--- config.mk ---
export PLATFORM = sky130hd
export DESIGN_NAME = unison_seq_ctrl_flat
export DESIGN_NICKNAME = d
export VERILOG_FILES = /design/src/rtl/unison_seq_ctrl_if.sv /design/src/rtl/unison_seq_ctrl.sv /design/src/flat_wrapper.sv
export SDC_FILE = /design/constraint.sdc
export NUM_CORES = 1
export LEC_CHECK = 0
export CAP_MARGIN = 0
export CELL_PAD_IN_SITES_DETAIL_PLACEMENT = 1
export CELL_PAD_IN_SITES_GLOBAL_PLACEMENT = 1
export CORE_MARGIN = 5
export CORE_UTILIZATION = 43
export DETAILED_ROUTE_END_ITERATION = 6
export PLACE_DENSITY = 0.81
export SLEW_MARGIN = 20
export SYNTH_ARGS = -nofsm -noshare
export SYNTH_HDL_FRONTEND = slang
export SYNTH_SLANG_ARGS = --single-unit
--- constraint.sdc ---
create_clock -name clk_master -period 6 [get_ports clk_master]
set_clock_uncertainty 0.2 [all_clocks]
set_input_delay 0.9 -clock clk_master [delete_from_list [all_inputs] [get_ports clk_master]]
set_output_delay 0.9 -clock clk_master [all_outputs]
set_load 0.005 [all_outputs]
--- src/rtl/unison_seq_ctrl_if.sv ---
// Control/readout bundle between the unison sequencer and its environment.
// The slave modport is the sequencer side; master is the driver/consumer side.
interface unison_seq_ctrl_if #(
  parameter int CH_W = 4
);
  logic            start;
  logic            stop;
  logic            adapt_en_cfg;
  logic [1:0]      read_out_I;
  logic [1:0]      read_out_Q;
  logic            rstb_core;
  logic            ud_en;
  logic [CH_W-1:0] ch_sel;
  logic            ch_en;
  logic            smp_valid;
  logic [CH_W-1:0] smp_ch;
  logic [3:0]      smp_data;
  logic            frame_done;
  logic [2:0]      state;

  modport slave (
    input  start, stop, adapt_en_cfg, read_out_I, read_out_Q,
    output rstb_core, ud_en, ch_sel, ch_en, smp_valid, smp_ch, smp_data,
           frame_done, state
  );

  modport master (
    output start, stop, adapt_en_cfg, read_out_I, read_out_Q,
    input  rstb_core, ud_en, ch_sel, ch_en, smp_valid, smp_ch, smp_data,
           frame_done, state
  );
endinterface

--- src/rtl/unison_seq_ctrl.sv ---
// Run-time sequencer for the unison filterbank: core reset hold, timed
// adaptation window, then continuous slot-by-slot readout scan with tagged
// samples. Every output comes straight from a register.
module unison_seq_ctrl #(
  parameter int N_CH      = 16,
  parameter int CH_W      = 4,
  parameter int RST_CYC   = 8,
  parameter int ADAPT_CYC = 10008,
  parameter int SLOT_CYC  = 2
) (
  input logic              clk_master,
  input logic              rst,
  unison_seq_ctrl_if.slave bus
);

  localparam int SLOT_W = (SLOT_CYC > 1) ? $clog2(SLOT_CYC) : 1;

  localparam logic [15:0]       RST_LAST   = 16'(RST_CYC - 1);
  localparam logic [15:0]       ADAPT_LAST = 16'(ADAPT_CYC - 1);
  localparam logic [SLOT_W-1:0] SLOT_LAST  = SLOT_W'(SLOT_CYC - 1);
  localparam logic [CH_W-1:0]   CH_LAST    = CH_W'(N_CH - 1);

  typedef enum logic [2:0] {
    IDLE    = 3'd0,
    RSTHOLD = 3'd1,
    ADAPT   = 3'd2,
    READ    = 3'd3
  } state_e;

  state_e            state_q, state_d;
  logic [15:0]       cnt_q, cnt_d;
  logic [SLOT_W-1:0] slot_q, slot_d;
  logic [CH_W-1:0]   ch_sel_q, ch_sel_d;
  logic              ch_en_q, ch_en_d;
  logic              ud_en_q, ud_en_d;
  logic              rstb_q, rstb_d;
  logic              init_done_q, init_done_d;  // a full RSTHOLD has completed
  logic              smp_valid_q, smp_valid_d;
  logic [CH_W-1:0]   smp_ch_q, smp_ch_d;
  logic [3:0]        smp_data_q, smp_data_d;
  logic              frame_done_q, frame_done_d;

  // Next-state logic; registered outputs are derived from the next state so
  // they change on the same edge as the state they belong to.
  always_comb begin
    state_d      = state_q;
    cnt_d        = cnt_q;
    slot_d       = slot_q;
    ch_sel_d     = ch_sel_q;
    init_done_d  = init_done_q;
    smp_valid_d  = 1'b0;
    frame_done_d = 1'b0;
    smp_ch_d     = smp_ch_q;
    smp_data_d   = smp_data_q;

    if (state_q != IDLE && bus.stop) begin
      // Abort wins over every internal transition; the partial slot is dropped.
      state_d  = IDLE;
      cnt_d    = '0;
      slot_d   = '0;
      ch_sel_d = '0;
    end else begin
      case (state_q)
        IDLE: begin
          if (bus.start && !bus.stop) begin
            state_d = RSTHOLD;
            cnt_d   = '0;
          end
        end
        RSTHOLD: begin
          if (cnt_q == RST_LAST) begin
            init_done_d = 1'b1;
            cnt_d       = '0;
            slot_d      = '0;
            ch_sel_d    = '0;
            state_d     = bus.adapt_en_cfg ? ADAPT : READ;
          end else begin
            cnt_d = cnt_q + 16'd1;
          end
        end
        ADAPT: begin
          if (cnt_q == ADAPT_LAST) begin
            cnt_d    = '0;
            slot_d   = '0;
            ch_sel_d = '0;
            state_d  = READ;
          end else begin
            cnt_d = cnt_q + 16'd1;
          end
        end
        READ: begin
          if (slot_q == SLOT_LAST) begin
            slot_d       = '0;
            smp_valid_d  = 1'b1;
            smp_ch_d     = ch_sel_q;
            smp_data_d   = {bus.read_out_Q, bus.read_out_I};
            frame_done_d = (ch_sel_q == CH_LAST);
            ch_sel_d     = (ch_sel_q == CH_LAST) ? '0 : ch_sel_q + CH_W'(1);
          end else begin
            slot_d = slot_q + SLOT_W'(1);
          end
        end
        default: begin
          state_d  = IDLE;
          cnt_d    = '0;
          slot_d   = '0;
          ch_sel_d = '0;
        end
      endcase
    end

    ud_en_d = (state_d == ADAPT);
    ch_en_d = (state_d == READ);
    // Cores stay in reset until the first hold completes; afterwards only
    // RSTHOLD pulls rstb_core low.
    if (state_d == RSTHOLD)   rstb_d = 1'b0;
    else if (state_d == IDLE) rstb_d = init_done_d;
    else                      rstb_d = 1'b1;
  end

  // State and output registers with asynchronous reset.
  always_ff @(posedge clk_master or posedge rst) begin
    if (rst) begin
      state_q      <= IDLE;
      cnt_q        <= '0;
      slot_q       <= '0;
      ch_sel_q     <= '0;
      ch_en_q      <= 1'b0;
      ud_en_q      <= 1'b0;
      rstb_q       <= 1'b0;
      init_done_q  <= 1'b0;
      smp_valid_q  <= 1'b0;
      smp_ch_q     <= '0;
      smp_data_q   <= '0;
      frame_done_q <= 1'b0;
    end else begin
      state_q      <= state_d;
      cnt_q        <= cnt_d;
      slot_q       <= slot_d;
      ch_sel_q     <= ch_sel_d;
      ch_en_q      <= ch_en_d;
      ud_en_q      <= ud_en_d;
      rstb_q       <= rstb_d;
      init_done_q  <= init_done_d;
      smp_valid_q  <= smp_valid_d;
      smp_ch_q     <= smp_ch_d;
      smp_data_q   <= smp_data_d;
      frame_done_q <= frame_done_d;
    end
  end

  assign bus.state      = state_q;
  assign bus.rstb_core  = rstb_q;
  assign bus.ud_en      = ud_en_q;
  assign bus.ch_sel     = ch_sel_q;
  assign bus.ch_en      = ch_en_q;
  assign bus.smp_valid  = smp_valid_q;
  assign bus.smp_ch     = smp_ch_q;
  assign bus.smp_data   = smp_data_q;
  assign bus.frame_done = frame_done_q;

endmodule
--- src/flat_wrapper.sv ---
// flat-port wrapper written by rule: the top's interface ports become plain ports
module unison_seq_ctrl_flat 
#(
  parameter int N_CH      = 16,
  parameter int CH_W      = 4,
  parameter int RST_CYC   = 8,
  parameter int ADAPT_CYC = 10008,
  parameter int SLOT_CYC  = 2
)
  (clk_master, rst, bus_start, bus_stop, bus_adapt_en_cfg, bus_read_out_I, bus_read_out_Q, bus_rstb_core, bus_ud_en, bus_ch_sel, bus_ch_en, bus_smp_valid, bus_smp_ch, bus_smp_data, bus_frame_done, bus_state);
  unison_seq_ctrl_if #(.CH_W(CH_W)) bus_i ();
  input logic clk_master;
  input logic rst;
  input wire logic [$bits(bus_i.start)-1:0] bus_start;
  input wire logic [$bits(bus_i.stop)-1:0] bus_stop;
  input wire logic [$bits(bus_i.adapt_en_cfg)-1:0] bus_adapt_en_cfg;
  input wire logic [$bits(bus_i.read_out_I)-1:0] bus_read_out_I;
  input wire logic [$bits(bus_i.read_out_Q)-1:0] bus_read_out_Q;
  output wire logic [$bits(bus_i.rstb_core)-1:0] bus_rstb_core;
  output wire logic [$bits(bus_i.ud_en)-1:0] bus_ud_en;
  output wire logic [$bits(bus_i.ch_sel)-1:0] bus_ch_sel;
  output wire logic [$bits(bus_i.ch_en)-1:0] bus_ch_en;
  output wire logic [$bits(bus_i.smp_valid)-1:0] bus_smp_valid;
  output wire logic [$bits(bus_i.smp_ch)-1:0] bus_smp_ch;
  output wire logic [$bits(bus_i.smp_data)-1:0] bus_smp_data;
  output wire logic [$bits(bus_i.frame_done)-1:0] bus_frame_done;
  output wire logic [$bits(bus_i.state)-1:0] bus_state;
  assign bus_i.start = bus_start;
  assign bus_i.stop = bus_stop;
  assign bus_i.adapt_en_cfg = bus_adapt_en_cfg;
  assign bus_i.read_out_I = bus_read_out_I;
  assign bus_i.read_out_Q = bus_read_out_Q;
  assign bus_rstb_core = bus_i.rstb_core;
  assign bus_ud_en = bus_i.ud_en;
  assign bus_ch_sel = bus_i.ch_sel;
  assign bus_ch_en = bus_i.ch_en;
  assign bus_smp_valid = bus_i.smp_valid;
  assign bus_smp_ch = bus_i.smp_ch;
  assign bus_smp_data = bus_i.smp_data;
  assign bus_frame_done = bus_i.frame_done;
  assign bus_state = bus_i.state;
  unison_seq_ctrl #(.N_CH(N_CH), .CH_W(CH_W), .RST_CYC(RST_CYC), .ADAPT_CYC(ADAPT_CYC), .SLOT_CYC(SLOT_CYC)) u_core (.clk_master(clk_master), .rst(rst), .bus(bus_i));
endmodule
Word-level counts from Yosys, hierarchy flattened

Cells that the tools add are included.

Add/sub/neg operators: 3
Multiply operators: 0
Divide/modulo/power cells: 0
$lt $le $gt $ge: 0
Eq/ne operators: 15
Shift-type cells: 0
Mux-type cells: 33
Bitwise operators: 1
Reductions and logical operators: 10

Operator list:

| cell                                            | number |
|---|---|
| 2-to-1 mux 16 bit                               | 4 |
| case mux 16 bit (4 select lines)                | 1 |
| 2-to-1 mux 4 bit                                | 5 |
| adder 16 x 1 -> 16 bit, second input constant   | 1 |
| == test 16 x 14 -> 1 bit, second input constant | 1 |
| == test 16 x 3 -> 1 bit, second input constant  | 1 |
| 2-to-1 mux 1 bit                                | 16 |
| case mux 4 bit (4 select lines)                 | 1 |
| == test 3 x 2 -> 1 bit, second input constant   | 4 |
| 2-to-1 mux 3 bit                                | 4 |
| != test 3 x 1 -> 1 bit, second input constant   | 4 |
| case mux 3 bit (4 select lines)                 | 1 |
| == test 3 x 1 -> 1 bit, second input constant   | 2 |
| logical NOT 3 bit                               | 2 |
| AND reduction 3 bit                             | 2 |
| adder 4 x 1 -> 4 bit, second input constant     | 1 |
| == test 4 bit, second input constant            | 1 |
| != test 2 x 1 -> 1 bit, second input constant   | 2 |
| case mux 1 bit (4 select lines)                 | 1 |
| AND reduction 4 bit                             | 1 |
| nonzero test 3 bit                              | 1 |
| logical AND 1 bit                               | 2 |
| AND reduction 2 bit                             | 1 |
| adder 1 bit, second input constant              | 1 |
| 2 further kinds                                 | 2 |

Register bits after elaboration: 38
Latch bits: 0
Memory bits (writable): 0
Memory bits (read-only): 0
Input bits: 9
Word-level logic and storage cells: 74
Memories kept: 0

Logic depth before layout (Yosys ltp)

Word-level depth: 8
Depth in mapped cells: 8
Gate-level depth less buffers: 6

Least setup slack after synthesis

OpenSTA, ideal clock, no wires.

Path kind: input -> register
From: in bus_stop
To: reg u_core.cnt_q[12]
Arrival: 2.206 ns
Data required time: 5.718 ns
Setup slack: 3.512 ns
Stages: 6
Buffers on the path: 2
Cell sequence: or4b_2 o21ai_2 buf_6 buf_2 nand2_1 a31oi_1

Longest elaborated chain between the ends: 4
Elaborated cells between the ends (all ways): 7

Ends and longest elaborated chain:

| element                                 | RTL line               | text |
|---|---|---|
| start, declared                         | flat_wrapper.sv:15     | `input wire logic [$bits(bus_i.stop)-1:0] bus_stop;` |
| logical NOT 1 bit                       | unison_seq_ctrl.sv:65  | `if (bus.start && !bus.stop) begin` |
| logical AND 1 bit                       | unison_seq_ctrl.sv:65  |  |
| != test 3 x 1 -> 1 bit (no source line) | n/a                    |  |
| AND reduction 2 bit (no source line)    | n/a                    |  |
| end signal, assigned                    | unison_seq_ctrl.sv:138 | `cnt_q <= cnt_d;` |
| end, declared                           | unison_seq_ctrl.sv:31  | `logic [15:0] cnt_q, cnt_d;` |

Parallel ways exist; a longest one is shown, timed or not.
A chain may end at the register's enable or synchronous reset.

Final worst setup path

From: in bus_stop
To: reg u_core.cnt_q[9]

The elaborated chain is that of the path after synthesis.

==> metrics <==
Required @ worst endpoint=between 6 and 7 ns; hold_buf cts=0; Sequential Power Share=between 50% and 60%; Root Buffer=clkbuf_8; Die W=76.3 um; P&R area growth vs syn=21.5%; setup tns final=0 ns; largest net degree at the start of global routing=39; register area=around 950 sq um; clock power share=between 40% and 50%; Internal=0.394 mW; Post-synth EDFFs=0; Clk Latency, worst-skew pair=between 0.2 and 0.3 ns; min cycle time layout=about 3.1 ns; Fillers=roughly 510; first-pass GRT wire length=8.21 mm; Initial DRT Pass Iterations=4; initial drt markers=a little over 60; total wire length=approximately 4.9 mm; placed cell area=roughly 2200 sq um; Pwr per Cell Area=221 nW/um^2; Diodes inserted=0; sw frac=22.2%; syn_area_per_cell=~9.2 sq um; Max clock buf depth=2; Top Metal Used=met4; Routed met2 length=about 2.5 mm; grt ovf=0; Final Core Density=roughly 53%; combinational share of power=about 5.4%; Setup Buffers After CTS=0; Max FO, Critical Path=31; synthesis warning total=0; Final Non-Filler Cells=~280; met1 WL=2.05 mm; routed length per instance=17.1 um; Synth Cell Area=1890 sq um; row cnt=24; top cells by area, synth=dfrtp_1 (50%), nand2_1 (8.1%), a31oi_1 (5.0%), a21oi_1 (3.4%), nand3_1 (2.6%); area of the die=5820 sq um; vias in the first global route=1730; core box area=4290 sq um; met3 wire length=around 210 um; distinct cell type count after synthesis=39; slowest CP cell=or4b_2; via/cell ratio=just under 6; Worst Path Arrival=approximately 3.1 ns; sequential-to-total area share from yosys stat=50.3%; CP max stage delay=between 0.6 and 0.7 ns; Commonest cells post-synth=nand2_1 (41), dfrtp_1 (38), a31oi_1 (15), a21oi_1 (13), nor2_1 (13); Bufs and invs on worst path=1; proportion of layout cells with a drive suffix above 1=between 7 and 8%; initial antenna violation count=0; Crit Path Category=input pin to flop; Clock Sinks=38; Setup crit start kind=input pin; max cap viols=0; Worst Hold Class=flop to flop; DRC viols=0; share of flip-flops with an asynchronous set or reset=between 90% and 100%; top-area cell type share of the netlist area=50.3%; placed wire-length estimate=3.33 mm; post-route cell area=approximately 2300 sq um; Max Slew Vio Count=0; worst setup margin=approximately 2.9 ns; LEAKAGE=1.03 nW; syn nets=~220; Fmax=around 0.32 GHz; Final Hold Vio Count=0; Post-layout nets=around 240; dpl cells=around 280; initial cell density of the core=between 40% and 50%; Top Ports=29; slew at the pin closest to its max-slew limit=between 0.7 and 0.8 ns; Switch Pwr=0.113 mW; RSZ-0062 raised after global routing=false; H-tree Lvls=2; delay-heaviest family, CP=simple AND/OR/NAND/NOR gates; Final Setup Violations=0; Synth Register Bits=38; All-Layer GR Usage=16.9%; routability cong.=about 0.79; CTS tree=built; area of the multi-input gates=between 800 and 900 sq um; CTS buffer count=5; routed via count=roughly 1700; ANT nets after route=0; Top FF cell, synth=dfrtp_1; Peak supply drop=between 90 and 100 uV; Die Y=between 70 and 80 um; cells after synthesis=between 200 and 250; top-count cell post-synth=nand2_1; Max-Slew Margin vs Limit=about 49%; Worst setup EP type=flop; port bufs=28; post-cts gate resize count=0; Clock transition at path regs=roughly 0.08 ns; fin crit share=~52%; CP cell instances=clkdlybuf4s50_1 -> or4b_2 -> o21ai_4 -> or2b_1 -> a31oi_1; Placement Setup Slack=2.31 ns; status=finished clean; post-synth top area cell=dfrtp_1
-- area by class of cell --
| class | instances | share of cell area [%] |
|---|---|---|
| Inverter | 7 | 1.14 |
| Tap cell | 52 | 2.83 |
| Clock inverter | 3 | 1.74 |
| Sequential cell | 38 | 41.4 |
| Multi-Input combinational cell | 149 | 37.3 |
| Timing Repair Buffer | 29 | 12.5 |
| Clock buffer | 5 | 3.00 |
-- placed cells by master, fill, tap and decap left out, drive strengths merged, types with 3 or more instances in the layout --
| cell type | instances |
|---|---|
| nand3 | 10 |
| a21oi | 13 |
| nor3 | 3 |
| a22o | 5 |
| nor4 | 4 |
| inv | 7 |
| nand4 | 3 |
| clkbuf | 5 |
| clkdlybuf4s50 | 28 |
| nand2 | 41 |
| and3 | 5 |
| o21ai | 9 |
| dfrtp | 38 |
| a31oi | 15 |
| or3 | 3 |
| nor2 | 13 |
-- kinds of logic (layout without fill, tap and decap cells) --
logic type | count (synthesis) | in the layout | synth area share, %
other | 1 | 1 | 0.198
AO/OA/AOI/OAI | 52 | 52 | 18.2
adder cells (fa/ha/maj) | 2 | 2 | 1.32
multiplexers | 1 | 1 | 0.596
flip-flops | 38 | 38 | 50.3
buffers and inverters | 19 | 44 | 4.70
AND/OR/NAND/NOR | 92 | 92 | 24.2
XOR/XNOR | 1 | 1 | 0.464
-- routing by layer --
layer  vias to the layer above  global-route usage (%)
met4                         0                    4.20
met3                         7                    4.49
met1                       845                    21.0
met2                        36                    29.0
met5                         -                       0
li1                        782                       -
-- power by group through the flow --
stage          clock network [mW]  registers [mW]  logic, mW
6_report                    0.215           0.265     0.0276
3_5_place_dp                    0           0.270     0.0282
5_1_grt                     0.232           0.266     0.0321
4_1_cts                     0.219           0.265     0.0283
2_1_floorplan                   0           0.268     0.0167
3_3_place_gp                    0           0.269     0.0259
-- registers in the layout (all words and copies together), names as in the netlist --
| name | cells |
|---|---|
| u_core.bus.ch_sel | 4 |
| u_core.cnt_q | 16 |
| u_core.slot_q | 1 |
| u_core.bus.ch_en | 1 |
| u_core.init_done_q | 1 |
| u_core.bus.smp_ch | 4 |
| u_core.bus.rstb_core | 1 |
| u_core.bus.ud_en | 1 |
| u_core.bus.smp_valid | 1 |
| u_core.bus.frame_done | 1 |
| u_core.bus.smp_data | 4 |
| u_core.bus.state | 3 |
-- path summary, 6_finish.rpt --
path	start	endpoint	slack (ns)	cells after the start
setup / recovery	bus_stop	u_core.cnt_q[9]	2.87	5
hold / removal	u_core.bus.smp_data[1]	u_core.bus.smp_data[1]	0.28	2
setup reg to reg	u_core.cnt_q[1]	u_core.bus.ch_sel[0]	3.10	6
hold reg to reg	u_core.bus.smp_data[1]	u_core.bus.smp_data[1]	0.28	2
max in group asynchronous	rst	u_core.bus.ch_en	4.43	3
min in group asynchronous	rst	u_core.cnt_q[3]	0.82	3
-- through the flow --
| step | power [mW] | hold slack, ns |
|---|---|---|
| final | 0.507 | 0.276 |
| after global routing | 0.530 | 0.307 |
| after CTS | 0.512 | 0.284 |
| after detailed placement | 0.298 | 0.263 |
| after global placement | 0.295 | 0.232 |
| after floorplan | 0.285 | 0.214 |
-- worst register-to-register path: cells and delay by family, from the launching register on --
kind            cells  cell delay [ns]
compound gates      3             0.93
fa+ha+maj           1             0.33
flops               1             0.41
simple gates        2             0.92
Power figures use the tool's default switching activity.
